==> src/rtl/pipeline_ctrl_pkg.sv <==
// Shared types and constants for the pipeline hazard/redirect controller.
package pipeline_ctrl_pkg;

  typedef enum logic [1:0] {
    CTRL_RUN   = 2'd0,
    CTRL_HOLD  = 2'd1,
    CTRL_FLUSH = 2'd2
  } ctrl_state_e;

  localparam int          DEF_FLUSH_CYCLES = 2;
  localparam logic [31:0] RESET_PC         = 32'h0000_0000;

endpackage

==> src/rtl/pipeline_ctrl_if.sv <==
// EX-side requests into the controller and the redirect/hold/flush fan-out it drives.
interface pipeline_ctrl_if #(
  parameter int ADDR_W = 32,
  parameter int PERF_W = 32
);
  logic [ADDR_W-1:0] jump_addr2ctrl;
  logic              jump_en2ctrl;
  logic              hold2ctrl;
  logic              mem_busy;
  logic [ADDR_W-1:0] jump_addr2pc;
  logic              jump_en2pc;
  logic              hold2pc;
  logic              hold2if_id;
  logic              hold2id_ex;
  logic              flush2if_id;
  logic              flush2id_ex;
  logic              ctrl_err;
  logic [PERF_W-1:0] redirect_cnt;
  logic [PERF_W-1:0] stall_cnt;

  modport master (
    output jump_addr2ctrl, jump_en2ctrl, hold2ctrl, mem_busy,
    input  jump_addr2pc, jump_en2pc, hold2pc, hold2if_id, hold2id_ex,
           flush2if_id, flush2id_ex, ctrl_err, redirect_cnt, stall_cnt
  );

  modport slave (
    input  jump_addr2ctrl, jump_en2ctrl, hold2ctrl, mem_busy,
    output jump_addr2pc, jump_en2pc, hold2pc, hold2if_id, hold2id_ex,
           flush2if_id, flush2id_ex, ctrl_err, redirect_cnt, stall_cnt
  );
endinterface

==> src/rtl/ctrl_perf_cnt.sv <==
// Free-running enable counter with synchronous reset; wraps modulo 2^PERF_W.
module ctrl_perf_cnt #(
  parameter int PERF_W = 32
) (
  input  logic              clk,
  input  logic              rst,
  input  logic              en,
  output logic [PERF_W-1:0] cnt
);
  logic [PERF_W-1:0] cnt_q, cnt_d;

  always_comb begin
    cnt_d = cnt_q;
    if (en) cnt_d = cnt_q + PERF_W'(1);
  end

  always_ff @(posedge clk) begin
    if (rst) cnt_q <= '0;
    else     cnt_q <= cnt_d;
  end

  assign cnt = cnt_q;
endmodule

==> src/rtl/pipeline_ctrl.sv <==
// Redirect/hold/flush controller between EX and pc_reg/if_id/id_ex.
// Optional perf counters enabled by defining CTRL_PERF_EN.
module pipeline_ctrl
  import pipeline_ctrl_pkg::*;
#(
  parameter int ADDR_W       = 32,
  parameter int FLUSH_CYCLES = DEF_FLUSH_CYCLES,
  parameter int PERF_W       = 32
) (
  input logic             clk,
  input logic             rst,
  pipeline_ctrl_if.slave  bus
);
  localparam int CNT_W = $clog2(FLUSH_CYCLES + 1);

  ctrl_state_e       state_q, state_d;
  logic              pend_vld_q, pend_vld_d;
  logic [ADDR_W-1:0] pend_addr_q, pend_addr_d;
  logic [CNT_W-1:0]  cnt_q, cnt_d;
  logic              ctrl_err_q, ctrl_err_d;
  logic              hold_any;
  logic              issue;
  logic              flush;
  logic [ADDR_W-1:0] issue_addr;

  assign hold_any = bus.hold2ctrl | bus.mem_busy;

  always_comb begin
    state_d     = state_q;
    pend_vld_d  = pend_vld_q;
    pend_addr_d = pend_addr_q;
    cnt_d       = cnt_q;
    ctrl_err_d  = ctrl_err_q;
    issue       = 1'b0;
    issue_addr  = '0;
    flush       = 1'b0;

    case (state_q)
      CTRL_RUN: begin
        if (bus.jump_en2ctrl && !hold_any) begin
          issue      = 1'b1;
          issue_addr = bus.jump_addr2ctrl;
        end else if (bus.jump_en2ctrl) begin
          pend_addr_d = bus.jump_addr2ctrl;
          pend_vld_d  = 1'b1;
          state_d     = CTRL_HOLD;
        end else if (hold_any) begin
          state_d = CTRL_HOLD;
        end
      end
      CTRL_HOLD: begin
        if (hold_any) begin
          // The stalled EX keeps presenting its jump; the latest value wins.
          if (bus.jump_en2ctrl) begin
            pend_addr_d = bus.jump_addr2ctrl;
            pend_vld_d  = 1'b1;
          end
        end else if (pend_vld_q) begin
          issue      = 1'b1;
          issue_addr = pend_addr_q;
          pend_vld_d = 1'b0;
        end else if (bus.jump_en2ctrl) begin
          issue      = 1'b1;
          issue_addr = bus.jump_addr2ctrl;
        end else begin
          state_d = CTRL_RUN;
        end
      end
      CTRL_FLUSH: begin
        flush = 1'b1;
        cnt_d = cnt_q - CNT_W'(1);
        // EX holds a bubble here, so any redirect request is a protocol error.
        if (bus.jump_en2ctrl) ctrl_err_d = 1'b1;
        if (cnt_q == CNT_W'(1)) state_d = hold_any ? CTRL_HOLD : CTRL_RUN;
      end
      default: state_d = CTRL_RUN;
    endcase

    if (issue) begin
      flush = 1'b1;
      if (FLUSH_CYCLES > 1) begin
        state_d = CTRL_FLUSH;
        cnt_d   = CNT_W'(FLUSH_CYCLES - 1);
      end else begin
        state_d = CTRL_RUN;
      end
    end
  end

  always_ff @(posedge clk) begin
    if (rst) begin
      state_q     <= CTRL_RUN;
      pend_vld_q  <= 1'b0;
      pend_addr_q <= ADDR_W'(RESET_PC);
      cnt_q       <= '0;
      ctrl_err_q  <= 1'b0;
    end else begin
      state_q     <= state_d;
      pend_vld_q  <= pend_vld_d;
      pend_addr_q <= pend_addr_d;
      cnt_q       <= cnt_d;
      ctrl_err_q  <= ctrl_err_d;
    end
  end

  assign bus.hold2pc      = hold_any & ~rst;
  assign bus.hold2if_id   = hold_any & ~rst;
  assign bus.hold2id_ex   = hold_any & ~rst;
  assign bus.jump_en2pc   = issue & ~rst;
  assign bus.jump_addr2pc = (issue && !rst) ? issue_addr : '0;
  assign bus.flush2if_id  = flush & ~rst;
  assign bus.flush2id_ex  = flush & ~rst;
  assign bus.ctrl_err     = ctrl_err_q & ~rst;

`ifdef CTRL_PERF_EN
  logic [PERF_W-1:0] redirect_raw, stall_raw;

  ctrl_perf_cnt #(.PERF_W(PERF_W)) u_redirect_cnt (
    .clk (clk),
    .rst (rst),
    .en  (issue),
    .cnt (redirect_raw)
  );

  ctrl_perf_cnt #(.PERF_W(PERF_W)) u_stall_cnt (
    .clk (clk),
    .rst (rst),
    .en  (hold_any),
    .cnt (stall_raw)
  );

  assign bus.redirect_cnt = rst ? '0 : redirect_raw;
  assign bus.stall_cnt    = rst ? '0 : stall_raw;
`else
  assign bus.redirect_cnt = '0;
  assign bus.stall_cnt    = '0;
`endif

endmodule

==> src/flat_wrapper.sv <==
// flat-port wrapper written by rule: the top's interface ports become plain ports
module pipeline_ctrl_flat import pipeline_ctrl_pkg::*;
#(
  parameter int ADDR_W       = 32,
  parameter int FLUSH_CYCLES = DEF_FLUSH_CYCLES,
  parameter int PERF_W       = 32
)
  (clk, rst, bus_jump_addr2ctrl, bus_jump_en2ctrl, bus_hold2ctrl, bus_mem_busy, bus_jump_addr2pc, bus_jump_en2pc, bus_hold2pc, bus_hold2if_id, bus_hold2id_ex, bus_flush2if_id, bus_flush2id_ex, bus_ctrl_err, bus_redirect_cnt, bus_stall_cnt);
  pipeline_ctrl_if #(.ADDR_W(ADDR_W), .PERF_W(PERF_W)) bus_i ();
  input logic clk;
  input logic rst;
  input wire logic [$bits(bus_i.jump_addr2ctrl)-1:0] bus_jump_addr2ctrl;
  input wire logic [$bits(bus_i.jump_en2ctrl)-1:0] bus_jump_en2ctrl;
  input wire logic [$bits(bus_i.hold2ctrl)-1:0] bus_hold2ctrl;
  input wire logic [$bits(bus_i.mem_busy)-1:0] bus_mem_busy;
  output wire logic [$bits(bus_i.jump_addr2pc)-1:0] bus_jump_addr2pc;
  output wire logic [$bits(bus_i.jump_en2pc)-1:0] bus_jump_en2pc;
  output wire logic [$bits(bus_i.hold2pc)-1:0] bus_hold2pc;
  output wire logic [$bits(bus_i.hold2if_id)-1:0] bus_hold2if_id;
  output wire logic [$bits(bus_i.hold2id_ex)-1:0] bus_hold2id_ex;
  output wire logic [$bits(bus_i.flush2if_id)-1:0] bus_flush2if_id;
  output wire logic [$bits(bus_i.flush2id_ex)-1:0] bus_flush2id_ex;
  output wire logic [$bits(bus_i.ctrl_err)-1:0] bus_ctrl_err;
  output wire logic [$bits(bus_i.redirect_cnt)-1:0] bus_redirect_cnt;
  output wire logic [$bits(bus_i.stall_cnt)-1:0] bus_stall_cnt;
  assign bus_i.jump_addr2ctrl = bus_jump_addr2ctrl;
  assign bus_i.jump_en2ctrl = bus_jump_en2ctrl;
  assign bus_i.hold2ctrl = bus_hold2ctrl;
  assign bus_i.mem_busy = bus_mem_busy;
  assign bus_jump_addr2pc = bus_i.jump_addr2pc;
  assign bus_jump_en2pc = bus_i.jump_en2pc;
  assign bus_hold2pc = bus_i.hold2pc;
  assign bus_hold2if_id = bus_i.hold2if_id;
  assign bus_hold2id_ex = bus_i.hold2id_ex;
  assign bus_flush2if_id = bus_i.flush2if_id;
  assign bus_flush2id_ex = bus_i.flush2id_ex;
  assign bus_ctrl_err = bus_i.ctrl_err;
  assign bus_redirect_cnt = bus_i.redirect_cnt;
  assign bus_stall_cnt = bus_i.stall_cnt;
  pipeline_ctrl #(.ADDR_W(ADDR_W), .FLUSH_CYCLES(FLUSH_CYCLES), .PERF_W(PERF_W)) u_core (.clk(clk), .rst(rst), .bus(bus_i));
endmodule
==> config.mk <==
export PLATFORM = sky130hd
export DESIGN_NAME = pipeline_ctrl_flat
export DESIGN_NICKNAME = d
export VERILOG_FILES = /design/src/rtl/pipeline_ctrl_pkg.sv /design/src/rtl/pipeline_ctrl_if.sv /design/src/rtl/ctrl_perf_cnt.sv /design/src/rtl/pipeline_ctrl.sv /design/src/flat_wrapper.sv
export SDC_FILE = /design/constraint.sdc
export NUM_CORES = 1
export LEC_CHECK = 0
export ABC_AREA = 1
export ABC_CLOCK_PERIOD_IN_PS = 1600
export CAP_MARGIN = 10
export CORE_ASPECT_RATIO = 0.9
export CORE_MARGIN = 4
export CORE_UTILIZATION = 42
export CTS_CLUSTER_DIAMETER = 120
export DETAILED_ROUTE_END_ITERATION = 12
export HOLD_SLACK_MARGIN = 0.06
export PLACE_DENSITY = 0.89
export SETUP_SLACK_MARGIN = 0.02
export SYNTH_ARGS = -nofsm -noshare
export SYNTH_HDL_FRONTEND = slang
export SYNTH_SLANG_ARGS = --single-unit
==> constraint.sdc <==
create_clock -name clk -period 1.6 [get_ports clk]
set_input_delay 0.32 -clock clk [delete_from_list [all_inputs] [get_ports clk]]
set_output_delay 0.32 -clock clk [all_outputs]
set_load 0.02 [all_outputs]
; Yosys cells after proc, flatten, opt, wreduce, memory -nomap -nowiden
; Cells that the tools add are included.
[word_totals]
elab_cells = 76
ff_bits = 38
out_inout_bits = 103
in_bits = 37
[classes]
n_mux = 33
eq_ne = 16
n_reduce_logical = 13
bitwise_logic = 6
add_sub_neg = 1
[ops]
columns = op, n
row1 = 2-to-1 mux 32 bit, 8
row2 = case mux 32 bit (2 select lines), 2
row3 = 2-to-1 mux 2 bit, 8
row4 = 2-to-1 mux 1 bit, 12
row5 = AND reduction 6 bit, 2
row6 = "inequality test 3 x 2 -> 1 bit, second input constant", 3
row7 = "inequality test 2 bit, second input constant", 4
row8 = "inequality test 3 bit, second input constant", 2
row9 = case mux 2 bit (3 select lines), 1
row10 = bitwise AND 1 bit, 4
row11 = "equality test 2 x 1 -> 1 bit, second input constant", 2
row12 = "inequality test 2 x 1 -> 1 bit, second input constant", 2
row13 = "inequality test 4 x 2 -> 1 bit, second input constant", 1
row14 = case mux 1 bit (2 select lines), 2
row15 = AND reduction 2 bit, 2
row16 = nonzero test 2 bit, 2
row17 = "inequality test 3 x 1 -> 1 bit, second input constant", 1
row18 = AND reduction 3 bit, 1
row19 = "equality test 2 bit, second input constant", 1
row20 = logical AND 1 bit, 2
row21 = zero test 1 bit, 2
row22 = zero test 2 bit, 1
row23 = OR reduction 2 bit, 1
row24 = "subtractor 2 x 1 -> 2 bit, second input constant", 1
row25 = 2 further kinds, 2

; Longest topological paths before layout
[logic_depth]
depth_word = 7
depth_mapped = 9
depth_no_buf = 6

; Worst setup path before layout
; Ideal clock, no wire load.
[synth_path]
path_kind = input-to-output
startpoint = input bus_jump_en2ctrl
endpoint = output bus_flush2if_id
slack_ns = -0.095
arrival_time_ns = 1.375
required_time_ns = 1.280
path_buffers = 2
stages = 8
cell_sequence = buf_4 inv_2 nand2_2 nand3_4 nand2_2 nand2_4 o21ai_0 buf_4
[synth_via]
elab_chain_cells = 6
elab_cells_between_ends = 8
classes_between = 6 x mux / 1 x bitwise / 1 x reduce/logical
[synth_lines]
columns = element, line
row1 = from (decl), flat_wrapper.sv:13  ; input wire logic [$bits(bus_i.jump_en2ctrl)-1:0] bus_jump_en2ctrl;
row2 = 2-to-1 mux 1 bit, pipeline_ctrl.sv:62  ; end else if (bus.jump_en2ctrl) begin
row3 = 2-to-1 mux 1 bit, pipeline_ctrl.sv:58  ; end else if (pend_vld_q) begin
row4 = 2-to-1 mux 1 bit, pipeline_ctrl.sv:52  ; if (hold_any) begin
row5 = case mux 1 bit (2 select lines) (*), pipeline_ctrl.sv:38  ; case (state_q)
row6 = 2-to-1 mux 1 bit (*), pipeline_ctrl.sv:79  ; if (issue) begin
row7 = bitwise AND 1 bit (*), -
row8 = to (decl), flat_wrapper.sv:21  ; output wire logic [$bits(bus_i.flush2if_id)-1:0] bus_flush2if_id;
; Mark *: on every way between the ends. The rest lies on a longest branch, timed or not.

; Worst setup path in the final report
[layout_path]
startpoint = input bus_mem_busy
endpoint = output bus_jump_addr2pc[30]
[layout_via]
elab_chain_cells = 7
elab_cells_between_ends = 11
classes_between = 7 x mux / 1 x bitwise / 3 x reduce/logical
[layout_lines]
columns = element, line
row1 = from (decl), flat_wrapper.sv:15  ; input wire logic [$bits(bus_i.mem_busy)-1:0] bus_mem_busy;
row2 = OR 1 bit (*), pipeline_ctrl.sv:26  ; assign hold_any = bus.hold2ctrl | bus.mem_busy;
row3 = zero test 1 bit, pipeline_ctrl.sv:40  ; if (bus.jump_en2ctrl && !hold_any) begin
row4 = logical AND 1 bit, pipeline_ctrl.sv:40
row5 = 2-to-1 mux 1 bit, pipeline_ctrl.sv:40
row6 = case mux 1 bit (2 select lines), pipeline_ctrl.sv:38
row7 = logical AND 1 bit, pipeline_ctrl.sv:110  ; assign bus.jump_addr2pc = (issue && !rst) ? issue_addr : '0;
row8 = 2-to-1 mux 32 bit (*), pipeline_ctrl.sv:110
row9 = to (decl), flat_wrapper.sv:16  ; output wire logic [$bits(bus_i.jump_addr2pc)-1:0] bus_jump_addr2pc;
; Marked as above.

==> metrics <==
Worst Setup SP bus_mem_busy; Final Hold Fails 0; sum of buffers and inverters on the critical path 3; row count 29; die height about 89 µm; CP top delay family simple AND/OR/NAND/NOR gates; synth warn 0; Total GRT Usage 0.166; Initial Util 0.433; RePlAce Congestion 0.781; CTS buffer count 5; Clock Pin Slew Worst Setup and Hold Paths ~60 ps; DP HPWL approximately 5700 µm; run status finished with violations; Reg power frac 0.379; Tmin final 1870 ps; post-synthesis cell count 506; async set-reset flop share out of synthesis 0; H-tree levels 2; Cell Pwr Density 669 nW/µm²; DRT antenna net count 0; fraction of layout cells with a size suffix above 1 0.232; Layout Nets 622; WHS Path Cells 2; crit-path max FO 19; Mean Syn Cell Area roughly 6 µm²; antenna violations before repair 0; Int Pwr 1.84 mW; Setup crit end bus_jump_addr2pc[30]; # fillers 655; area of the mapped netlist 3060 µm²; clk_skew 6.41 ps; Cell variety after synth 24; crit path DAT 1550 ps; gr ovfl total 0; # DRC 0; Reg2Reg Setup Slack 310 ps; TritonRoute pass-1 iters 4; fmax ~540 MHz; Yosys top cell area share 0.248; final instance area 4190 µm²; crit-path cells dlygate4sd2_1, nor2_4, nand3_4, buf_12, nor2_1, nor2_1, nor2_2, buf_4; Clk network pwr share 0.283; max-cap viol count 0; synthesized flop and latch total 38; first-pass GRT wire length around 12000 µm; Logic pwr share 0.338; RSZ-0062 raised after global routing true; most used cell along the critical path nor2_1; Worst-Skew Late Latency 280 ps; sequential-to-total area share from yosys stat 0.248; final setup fails 35; DRT iter0 DRCs 195; count leader, synth nor2_1; Lkg Pwr around 1.9 nW; Post-synth EDFFs 0; hold buffer count at cts 0; Inserted Diodes 0; Root Buffer clkbuf_8; largest net degree at the start of global routing 37; PortBufs 75; register area between 700 and 800 µm²; Pins Over Slew Limit 0; Synth area leaders dfxtp_1 25%, buf_4 17%, nor2_1 15%; Max rail drop VDD about 0.32 mV; Crit Path Class input pin to output pin; CP Launch Type input pin; failing checks negative setup slack; via density per instance 4.50; per-cell routed wire length 11.6 µm; CTS tree built; Placement Setup Slack -968 ps; vias in the first global route roughly 2800; core area 7080 µm²; Placed Area approximately 3900 µm²; maximum buffer depth of the clock tree 2; vias around 3000; Critical-path top delay cell dlygate4sd2_1; die area roughly 8700 µm²; worst reg2reg path depth 6; CP required 1280 ps; I/O Pins 140; PnR worst setup slack -268 ps; buffer count from post-CTS setup fixing 0; NetSw 0.959 mW; ys flop type dfxtp_1; Critical R2R Launch u_core.state_q[1]; Multi-input gate area 1820 µm²; Synth area leader dfxtp_1; critical path capture point type output pin; CP Depth 8; Worst R2R End u_core.pend_addr_q[30]; die extent in x 98.0 µm; CTS Sinks 38; Hold Crit Class flop to flop; Routed Wire Length 7850 µm; top cells by count, synth 126 x nor2_1, 73 x inv_1, 69 x buf_4, 63 x o21ai_0, 42 x nand2_1; slowest cell delay on critical path between 200 and 300 ps; Sw Share 0.342; Area growth syn-to-layout 36.7%; final period utilization 1.17
[per-layer routing]
metal / share of wire / global-route usage / routed length [µm] / up-vias
met3: 0.065 / 0.0413 / 510 / 18
met1: 0.40 / 0.182 / 3160 / 1362
met2: 0.51 / 0.315 / 4040 / 107
met4: 0.018 / 0.0553 / 142 / 0
met5: 0 / 0 / 0 / -
li1: - / - / - / 1562
[through the flow]
| step | cells | hold slack [ps] | util | power, mW | TNS, ps |
|---|---|---|---|---|---|
| after floorplan | 569 | 389 | - | 1.79 | -38.5 |
| after CTS | 677 | 453 | 0.560 | 2.76 | -8730 |
| final | 678 | 450 | 0.592 | 2.80 | -8330 |
| after global placement | 669 | 437 | 0.546 | 1.93 | -33230 |
| after detailed placement | 669 | 442 | 0.546 | 1.96 | -36920 |
| after global routing | 678 | 469 | 0.592 | 2.96 | -10990 |
[final cells by class]
cell class              instances  share of cell area
clock inverters                 1             0.00717
clock buffers                   7              0.0182
flip-flops and latches         38               0.184
inverters                      77              0.0696
well taps                      93              0.0278
repair buffers                101               0.260
multi-input cells             361               0.434
[repair_timing]
item | in CTS | in global routing
pin swaps | 5 | 5
gates cloned | 0 | 1
setup endpoints to repair | 39 | 38
resized for setup | 223 | 54
[how the worst min path moves through the flow]
stage | start | to | slack, ps
floorplan | rst | u_core.ctrl_err_q | 390
global placement | u_core.pend_addr_q[18] | u_core.pend_addr_q[18] | 440
detailed placement | u_core.pend_addr_q[3] | u_core.pend_addr_q[3] | 440
CTS | u_core.pend_addr_q[8] | u_core.pend_addr_q[8] | 450
global route | u_core.ctrl_err_q | u_core.ctrl_err_q | 470
finish | u_core.pend_addr_q[8] | u_core.pend_addr_q[8] | 450
[cell usage in the layout (no fill, tap or decap), types with 2 or more instances in the layout]
cell type	n
nor2_2	27
nor2_1	87
clkdlybuf4s50_1	33
inv_2	4
buf_12	8
nand2_1	42
nand2_2	2
buf_6	32
a21oi_1	39
dfxtp_1	35
dfxtp_4	2
inv_1	72
conb_1	64
nand3_1	7
dlygate4sd2_1	2
buf_4	22
clkbuf_1	2
o21ai_0	61
nand3_4	2
clkbuf_8	5
nor2_4	23
[sequential cells by signal, indices dropped and copies added, names as in the netlist]
| signal | cells |
|---|---|
| u_core.ctrl_err_q | 1 |
| u_core.pend_vld_q | 1 |
| u_core.cnt_q | 2 |
| u_core.state_q | 2 |
| u_core.pend_addr_q | 32 |
[power groups by stage]
stage | Sequential [mW] | Clock, mW | Combinational [mW]
floorplan | 1.07 | 0 | 0.721
global placement | 1.08 | 0 | 0.850
detailed placement | 1.08 | 0 | 0.882
CTS | 1.06 | 0.805 | 0.891
global route | 1.07 | 0.841 | 1.04
finish | 1.06 | 0.794 | 0.946
[cell families after synthesis]
group	count (synthesis)	synth area share
buffers and inverters	170	0.311
AO/OA/AOI/OAI	104	0.172
adder cells (fa/ha/maj)	1	0.00408
flip-flops	38	0.248
other	1	0.00122
AND/OR/NAND/NOR	192	0.264
[worst register-to-register path, delay by kind of cell (launching register included)]
| family | cells | cell delay [ps] |
|---|---|---|
| buffers and inverters | 2 | 330 |
| DFF | 1 | 360 |
| AOI/OAI and AO/OA | 2 | 240 |
| and+or+nand+nor | 2 | 260 |
(Power assumes the default switching activity.)
